$ cat src/rtl/pipeline_hazard_ctrl.sv
// Stall/flush sequencer for the IF_ID / ID_EX / EX_MEM / MEM_WB latch chain.
// Latency: stall/flush/pc_write are same-cycle decodes of state+inputs; mem_error/stall_count registered.
// Backpressure: a data-memory wait freezes every latch and the PC until mem_ready or the request drops.
//
// Ports:
//   clk, rst            single clock, synchronous active-high reset
//   id_rs/id_rt/id_uses_rt, ex_rd/ex_mem_read   load-use hazard detection inputs
//   ex_branch_taken     taken branch/jump resolved in EX
//   mem_req/mem_ready   MEM-stage data-memory handshake
//   pc_write            PC may advance
//   stall_*             hold the named latch
//   flush_if_id/_id_ex  load a bubble into the named latch
//   mem_error           sticky memory-timeout flag
//   stall_count         saturating count of cycles with pc_write=0
module pipeline_hazard_ctrl #(
    parameter int REG_W       = 5,
    parameter int MEM_TIMEOUT = 64,
    parameter int CNT_W       = 16
) (
    input  logic             clk,
    input  logic             rst,
    input  logic [REG_W-1:0] id_rs,
    input  logic [REG_W-1:0] id_rt,
    input  logic             id_uses_rt,
    input  logic [REG_W-1:0] ex_rd,
    input  logic             ex_mem_read,
    input  logic             ex_branch_taken,
    input  logic             mem_req,
    input  logic             mem_ready,
    output logic             pc_write,
    output logic             stall_if_id,
    output logic             stall_id_ex,
    output logic             stall_ex_mem,
    output logic             stall_mem_wb,
    output logic             flush_if_id,
    output logic             flush_id_ex,
    output logic             mem_error,
    output logic [CNT_W-1:0] stall_count
);

    localparam int WC_W = $clog2(MEM_TIMEOUT + 1);

    typedef enum logic [1:0] {
        RUN      = 2'd0,
        MEM_WAIT = 2'd1,
        ERR      = 2'd2
    } state_t;

    state_t          state;
    logic [WC_W-1:0] wait_cnt;
    logic            mem_stall;
    logic            load_use;

    assign mem_stall = mem_req & ~mem_ready;

    // Register 0 is hardwired zero, so a load targeting it never creates a dependency.
    assign load_use = ex_mem_read && (ex_rd != '0) &&
                      ((ex_rd == id_rs) || (id_uses_rt && (ex_rd == id_rt)));

    // Priority: ERR > mem_stall > branch > load-use > none.
    // A branch arriving during a memory wait is simply not acted on; its source
    // keeps it asserted, so it wins on the cycle the wait releases.
    always_comb begin
        pc_write     = 1'b1;
        stall_if_id  = 1'b0;
        stall_id_ex  = 1'b0;
        stall_ex_mem = 1'b0;
        stall_mem_wb = 1'b0;
        flush_if_id  = 1'b0;
        flush_id_ex  = 1'b0;
        if (!rst) begin
            if (state == ERR || mem_stall) begin
                pc_write     = 1'b0;
                stall_if_id  = 1'b1;
                stall_id_ex  = 1'b1;
                stall_ex_mem = 1'b1;
                stall_mem_wb = 1'b1;
            end else if (ex_branch_taken) begin
                flush_if_id  = 1'b1;
                flush_id_ex  = 1'b1;
            end else if (load_use) begin
                // Hold the dependent instr in ID and feed EX one bubble.
                pc_write     = 1'b0;
                stall_if_id  = 1'b1;
                flush_id_ex  = 1'b1;
            end
        end
    end

    always_ff @(posedge clk) begin
        if (rst) begin
            state       <= RUN;
            wait_cnt    <= '0;
            mem_error   <= 1'b0;
            stall_count <= '0;
        end else begin
            if (!pc_write && stall_count != '1) begin
                stall_count <= stall_count + 1'b1;
            end
            case (state)
                RUN: begin
                    if (mem_stall) begin
                        state    <= MEM_WAIT;
                        wait_cnt <= WC_W'(1);
                    end
                end
                MEM_WAIT: begin
                    if (!mem_stall) begin
                        state    <= RUN;
                        wait_cnt <= '0;
                    end else if (wait_cnt == WC_W'(MEM_TIMEOUT - 1)) begin
                        state     <= ERR;
                        mem_error <= 1'b1;
                    end else begin
                        wait_cnt <= wait_cnt + 1'b1;
                    end
                end
                ERR: begin
                    state <= ERR;
                end
                default: begin
                    state    <= RUN;
                    wait_cnt <= '0;
                end
            endcase
        end
    end

endmodule

$ cat config.mk
export PLATFORM = sky130hd
export DESIGN_NAME = pipeline_hazard_ctrl
export DESIGN_NICKNAME = d
export VERILOG_FILES = /design/src/rtl/pipeline_hazard_ctrl.sv
export SDC_FILE = /design/constraint.sdc
export NUM_CORES = 1
export LEC_CHECK = 0
export CAP_MARGIN = 30
export CORE_UTILIZATION = 41
export DETAILED_ROUTE_END_ITERATION = 8
export PLACE_DENSITY_LB_ADDON = 0.08
export SKIP_LAST_GASP = 1
export SLEW_MARGIN = 20
export SYNTH_ARGS = -nofsm -noshare
export SYNTH_HDL_FRONTEND = slang
export SYNTH_SLANG_ARGS = --single-unit
$ cat constraint.sdc
create_clock -name clk -period 2.05 [get_ports clk]
set_clock_uncertainty 0.1 [all_clocks]
set_input_delay 0.41 -clock clk [delete_from_list [all_inputs] [get_ports clk]]
set_output_delay 0.41 -clock clk [all_outputs]
set_load 0.03 [all_outputs]
# Word level (Yosys, flattened, before mapping)
# Cells that the tools add are included.
# classes
addsub,2
n_mul,0
n_div,0
n_lt_le_gt_ge,0
n_eq_ne,9
shift,0
muxes,24
n_bitwise,3
n_reduce_logical,12
# op_table
cell,n
$mux W7,3
$pmux W7 S3,1
$add A16 B1 Y16 const B,1
$mux W1,16
$ne A16 B16 Y1 const B,1
$eq A5 B5 Y1,2
$add A7 B1 Y7 const B,1
$eq A7 B6 Y1 const B,1
$mux W2,3
$ne A3 B3 Y1 const B,2
$pmux W2 S3,1
$reduce_and A3 Y1,2
$reduce_bool A5 Y1,1
$logic_and A1 B1 Y1,4
$eq A2 B1 Y1 const B,1
$eq A2 B2 Y1 const B,1
$logic_not A2 Y1,1
$logic_or A1 B1 Y1,2
$ne A2 B2 Y1 const B,1
$not A1 Y1,2
$reduce_and A2 Y1,1
$and A1 B1 Y1,1
$logic_not A1 Y1,1
# word_totals
regBits,26
latchBits,0
ramBits,0
mem_bits_ro,0
inputBits,22
memories,0

# Depth between registers and ports, before layout
# Gate-level depths: netlist of the first run.
# depth
word_depth,10
mapped_depth,10
mapped_depth_nobuf,7

# Least setup slack after synthesis of the first run
# No wires, ideal clock.
# synth_timing
path_type,input to register
start,in ex_rd[4]
end,reg stall_count[12]
t_arrival_ps,2140
required_ps,1864
setup_slack_ps,-275
cell_stages,7
cell_sequence,xor2_1 -> nor4_1 -> a32oi_1 -> o41a_1 -> inv_1 -> a41oi_1 -> a211oi_1
# synth_between
elab_chain_cells,10
word_cells_on_any_way,13
classes_between,2 x eq/ne; 4 x mux; 7 x reduce/logical
# synth_lines
element,line_no,rtl
"start, declared",25,"input logic [REG_W-1:0] ex_rd,"
$eq A5 B5 Y1,58,((ex_rd == id_rs) || (id_uses_rt && (ex_rd == id_rt)));
$logic_and A1 B1 Y1,58,
$logic_or A1 B1 Y1,58,
$logic_and A1 B1 Y1 (*),57,assign load_use = ex_mem_read && (ex_rd != '0) &&
$mux W1 (*),81,end else if (load_use) begin
$mux W1 (*),78,end else if (ex_branch_taken) begin
$mux W1 (*),72,if (state == ERR || mem_stall) begin
$mux W1 (*),71,if (!rst) begin
via pc_write,30,"output logic pc_write,"
$logic_not A1 Y1 (*),97,if (!pc_write && stall_count != '1) begin
$logic_and A1 B1 Y1 (*),97,
"end signal, assigned",98,stall_count <= stall_count + 1'b1;
"end, declared",38,output logic [CNT_W-1:0] stall_count
# The timed path passes the listed nets; every way through them passes the cells marked *.
# A chain may end at the register's enable or synchronous reset.

# Worst setup path in the final report of the first run
# layout_timing
start,in id_rt[4]
end,out stall_if_id
# layout_between
elab_chain_cells,8
# layout_lines
element,line_no,rtl
"start, declared",23,"input logic [REG_W-1:0] id_rt,"
$eq A5 B5 Y1,58,
$logic_and A1 B1 Y1,58,
$logic_or A1 B1 Y1,58,
$logic_and A1 B1 Y1,57,
$mux W1,81,
$mux W1,78,
$mux W1,72,
$mux W1,71,
"end, declared",31,"output logic stall_if_id,"
# No other way between the ends.

==> results of run 1 <==
[registers in the layout, indices dropped and copies added, names as in the netlist]
name / cells
stall_count: 16
state: 2
wait_cnt: 7
mem_error: 1
[worst max-delay path: cells and delay by family]
| kind | cells | cell delay, ns |
|---|---|---|
| simple gates | 1 | 0.30 |
| buf+inv | 4 | 0.41 |
| xor+xnor | 1 | 0.16 |
| compound gates | 2 | 0.57 |
[per-layer routing]
| layer | up-vias | part of all wire |
|---|---|---|
| li1 | 812 | - |
| met1 | 800 | 0.39 |
| met2 | 44 | 0.56 |
| met3 | 13 | 0.022 |
| met4 | 0 | 0.028 |
| met5 | - | 0 |
[power breakdown]
part / leakage (nW) / switching (W) / internal (W)
Combinational: 1.02 / 0.0000996 / 0.000110
Clock: 0.0279 / 0.000161 / 0.000198
Sequential: 0.214 / 0.00000516 / 0.000509
[final timing paths]
check / from / end / slack [ns] / cells past startpoint
worst max register to register: stall_count[1] / stall_count[6] / -0.23 / 9
worst max-delay path: id_rt[4] / stall_if_id / -0.32 / 8
worst min register to register: mem_error / mem_error / 0.37 / 2
worst min-delay path: mem_req / state[0] / 0.33 / 3
[cell usage after synthesis (all sizes together) (2+ instances only)]
| library cell | count |
|---|---|
| and3 | 2 |
| or4 | 6 |
| and2 | 2 |
| nor2 | 18 |
| nand2 | 6 |
| or3 | 7 |
| o21ba | 2 |
| o31ai | 4 |
| o21a | 2 |
| nand4 | 6 |
| clkbuf | 4 |
| xor2 | 14 |
| o21ai | 8 |
| inv | 6 |
| nand3 | 11 |
| ha | 2 |
| nor3b | 2 |
| dfxtp | 26 |
| xnor2 | 4 |
| a21oi | 15 |
| nand2b | 3 |
| buf | 6 |
| nor4 | 3 |
[cell families (layout without fill, tap and decap cells)]
kind of cell | Yosys count | count (layout) | share of synthesized area
buf+inv | 16 | 99 | 0.0545
simple gates | 70 | 70 | 0.262
mux | 2 | 2 | 0.0145
xor+xnor | 18 | 18 | 0.107
compound gates | 42 | 42 | 0.190
fa+ha+maj | 2 | 2 | 0.0170
flops | 26 | 26 | 0.355
[through the flow]
step                      worst slack, ns  setup TNS (ns)  instance area (µm²)
final                              -0.324           -2.54                 2540
after CTS                          -0.363           -2.81                 2420
after floorplan                    -0.180          -0.884                 1510
after global placement             -0.962          -13.82                 2210
after global routing               -0.417           -3.50                 2540
after detailed placement            -1.01          -14.55                 2210
[repair_timing]
item | 4_1_cts | 5_1_grt
setup buffers | 6 | 4
cloned | 0 | 0
gates resized for setup | 85 | 37
endpoints found under the setup margin | 23 | 37
hold buffers | 0 | 0
pin swaps | 22 | 11
[layout make-up]
type	instances	area, µm²
Multi-Input combinational cell	134	1030
Clock inverter	1	30.0
Fill cell	228	847
Sequential cell	26	534
Clock buffer	3	22.5
Inverter	6	22.5
Tap cell	46	57.6
Timing Repair Buffer	89	843
[layout by cell type (no fill, tap or decap), drive strengths merged, types with 2 or more instances in the layout]
cell           netlist  routed
or3                  7       7
ha                   2       2
nand3               11      11
inv                  6       6
buf                  6      58
o31ai                4       4
nor3b                2       2
dlymetal6s2s         0      17
o21ba                2       2
nand2b               3       3
nand4                6       6
o21a                 2       2
and3                 2       2
nand2                6       6
dlygate4sd2          0       8
xor2                14      14
nor2                18      18
dfxtp               26      26
nor4                 3       3
o21ai                8       8
xnor2                4       4
or4                  6       6
a21oi               15      15
and2                 2       2
clkdlybuf4s50        0       5
clkbuf               4       4
==> flow_summary.toml, run 1 <==
[global_route]
grt_pass1_vias = 1611
grt_usage = 0.248
met2_usage = 0.461
met3_usage = 0.0373
antenna_found_initial = 0
grt_use_met1 = 0.274
grt_overflow = 0
grt_max_degree = 17
grt_first_pass_wirelength_um = 6990
top_usage_layer = "met2"

[clocking]
path_clk_slew_ns = 0.15
cts_root_buf = "clkbuf_4"
cts_buffer_depth = 2
clkSinkCount = 26
cts_inserted_buffers = 3
cts_tree = "done"
worstSkewPairLatency_ns = 0.33
cts_max_level = 1

[sta]
whs_ns = 0.327
relSlewSlack = 0.699
slew_violations = 0
finalSetupViolCount = 16
finalCriticalPeriod_ns = 2.37
setup_slack_ns = -0.324
finalCritPeriodShare = 1.16
tightest_slew_ns = 0.441
rsz0062_at_grt = "yes"
hold_violations = 0
max_freq_ghz = 0.421

[critical_path]
critPathArrivalTime_ns = 1.86
cp_slowest_cell = "o41a_1"
start_kind = "primary input"
cp_data_required_time_ns = 1.54
crit_type = "in -> out"
cpPeakStageDelay_ns = 0.40
path_cells = "buf_6 > xor2_1 > nor4_2 > a32oi_2 > o41a_1 > buf_4 > inv_2 > buf_6"
crit_fanout = 3
cp_common_cell = "buf_6"
worst_setup_path_end_kind = "primary output"

[logic_synthesis]
synth_top_area_share = 0.355
yosysTopAreaCell = "dfxtp_1"
synth_edf_count = 0
async_reset_ff_frac = 0
syn_nets = 200
ys.flop_type = "dfxtp_1"
synth_warnings = 0
synthTopCellsByArea = "dfxtp_1 (35%), xor2_1 (8.4%), a21oi_1 (5.1%)"
ys_ff_latch = 26
synth_area_per_cell_um2 = 8.34
syn_inst = 176
synth_cell_types = 46
ys_seq_area_frac = 0.355
syn_area_um2 = 1470

[power]
peakVddDrop_uv = 341
power_density_nw_per_um2 = 425
p_leak_nw = 1.27
totalPowerFinal_w = 0.00108

[detailed_routing]
firstDrtPassIters = 4
detail_route.wl_per_cell_um = 15.5
ant_nets = 0
post-route-drc-count = 0
wirelength_um = 4720
first_iter_violations = 48
vias_per_cell = 5.47
vias = 1669

[finish]
finalNonFillerCells = 305
final_util = 0.750
area_growth_pct = 73.2
drive_gt1_frac = 0.398
fin_nets = 284
diodes = 0

[floorplanning]
core_um2 = 3390
rows = 21
die_x_um = 61.8
io_pins = 46
initial_core_util = 0.433
die_height_um = 61.8
dieArea_um2 = 3820

[placed_design]
hpwl_um = 3190
dp.cells = 292
placement.io_buffers = 45
gp_congestion = 0.818

[hold_path]
hold_class = "in -> reg"

[run_status]
violations = "negative setup slack"
status = "complete, but fails checks"

[flow_run]
maxCapViolations = 0
(Power assumes the default switching activity.)
==> inputs of run 2 (changes only) <==
Settings changed: CTS_CLUSTER_SIZE set to 20.
==> results of run 2 <==
No change in the layout: final DEF, timing and power equal those of run 1.
==> inputs of run 3 (changes only) <==
Settings changed: PLACE_DENSITY set to 0.75, PLACE_DENSITY_LB_ADDON 0.08 to unset.
==> flow_summary.toml, run 3 (same netlist as run 1, synthesis figures left out) <==
[finish]
area_growth_pct = 74.2
largest_reg_flops = 16
regMostFlops = "stall_count"
layout_commonest_cell = "buf_4"
top_regs = "stall_count: 16 flops, wait_cnt: 7 flops, state: 2 flops"
layout_common_cells = "buf_4 (42), dfxtp_1 (19), nor2_1 (16), clkdlybuf4s50_1 (16), buf_6 (16)"
drive_gt1_frac = 0.409
fillers = 227
multi_input_area_um2 = 1090
final_util = 0.754
fin_area_um2 = 2560
diodes = 0
fin_nets = 289
regArea_um2 = 534

[critical_path]
cp_data_required_time_ns = 1.54
worst_setup_path_end_kind = "primary output"
crit_type = "in -> out"
r2r_cells = 9
start_kind = "primary input"
critPathArrivalTime_ns = 1.83
crit_fanout = 2

[placed_design]
placement.io_buffers = 45
gp_congestion = 0.730
dpl_worst_slack_ns = -1.03
place_area_um2 = 2190
hpwl_um = 2740

[global_route]
grt_overflow = 0
grt_usage = 0.217
antenna_found_initial = 0
met2_usage = 0.376
grt_max_degree = 23
met3_usage = 0.0518
grt_pass1_vias = 1465
grt_first_pass_wirelength_um = 6180
top_usage_layer = "met2"
grt_use_met1 = 0.265

[clocking]
ctsHoldBuffers = 0
cts_inserted_buffers = 3
path_clk_slew_ns = 0.14
cts_buffer_depth = 2
cts_max_level = 1
cts_root_buf = "clkbuf_4"
clkSinkCount = 26
worstSkewPairLatency_ns = 0.34
cts_tree = "done"

[floorplanning]
rows = 21
die_x_um = 61.8
core_um2 = 3390
die_height_um = 61.8
dieArea_um2 = 3820
io_pins = 46
initial_core_util = 0.433

[run_status]
violations = "negative setup slack"
status = "complete, but fails checks"

[sta]
finalCriticalPeriod_ns = 2.34
whs_ns = 0.326
hold_violations = 0
finalCritPeriodShare = 1.14
rsz0062_at_grt = "yes"
relSlewSlack = 0.733
max_freq_ghz = 0.427
setup_slack_ns = -0.293
finalSetupViolCount = 18
tightest_slew_ns = 0.400
slew_violations = 0

[power]
totalPowerFinal_w = 0.000960
peakVddDrop_uv = 348
p_leak_nw = 1.07
power_density_nw_per_um2 = 375

[detailed_routing]
detail_route.wl_per_cell_um = 15.5
wirelength_um = 4790
first_iter_violations = 86
post-route-drc-count = 0
vias = 1695
vias_per_cell = 5.47
firstDrtPassIters = 4
ant_nets = 0

[hold_path]
hold_depth = 3
hold_class = "in -> reg"

[flow_run]
maxCapViolations = 0
-- run 3: cell types whose count changed in the layout (fill, tap and decap cells not counted), sizes merged --
| cell | before | now |
|---|---|---|
| dlymetal6s2s | 17 | 5 |
| clkdlybuf4s50 | 5 | 16 |
| clkdlybuf4s15 | 0 | 4 |
| buf | 58 | 61 |
| dlygate4sd2 | 8 | 6 |
| o21ba | 2 | 4 |
| bufinv | 1 | 0 |
-- run 3: per-stage QoR --
step	TNS (ns)	std cells
final	-2.45	310
after CTS	-1.37	298
after detailed placement	-14.58	290
after global routing	-3.25	310
after global placement	-14.18	290
after floorplan	-0.884	176
-- run 3: area by class of cell --
type | instances | share of cell area
clock buffer | 4 | 0.0103
inverter | 6 | 0.00881
multi-input combinational | 136 | 0.426
sequential | 26 | 0.209
tap | 46 | 0.0225
timing repair buffer | 92 | 0.323
-- run 3: timing repair --
item | CTS | global route
pin swaps | 20 | 14
hold endpoints to repair | 0 | 0
cloned | 2 | 0
setup endpoints to repair | 22 | 26
resized for setup | 63 | 50
buffers inserted | 4 | 12
-- run 3: final timing paths --
kind / slack (ns) / from / endpoint
max: -0.29 / id_rt[4] / stall_if_id
min: 0.33 / mem_ready / state[0]
max reg2reg: -0.18 / stall_count[1] / stall_count[15]
min reg2reg: 0.35 / mem_error / mem_error
-- run 3: routing by layer --
metal | wire, µm | part of all wire
met1 | 2090 | 0.44
met2 | 2340 | 0.49
met3 | 208 | 0.043
met4 | 162 | 0.034
met5 | 0 | 0
-- run 3: critical path: stages --
cell and delay [ns]:
buf_6 0.09, xor2_1 0.16, nor4_2 0.30, a32oi_1 0.16, o41a_1 0.37, buf_4 0.16
inv_2 0.05, buf_6 0.12
-- run 3: where the power goes --
part	internal [W]	switching (W)	leakage, nW
logic	0.000109	0.000101	0.838
registers	0.000508	0.00000484	0.214
clock network	0.0000765	0.000160	0.0150
total	0.000694	0.000266	1.07
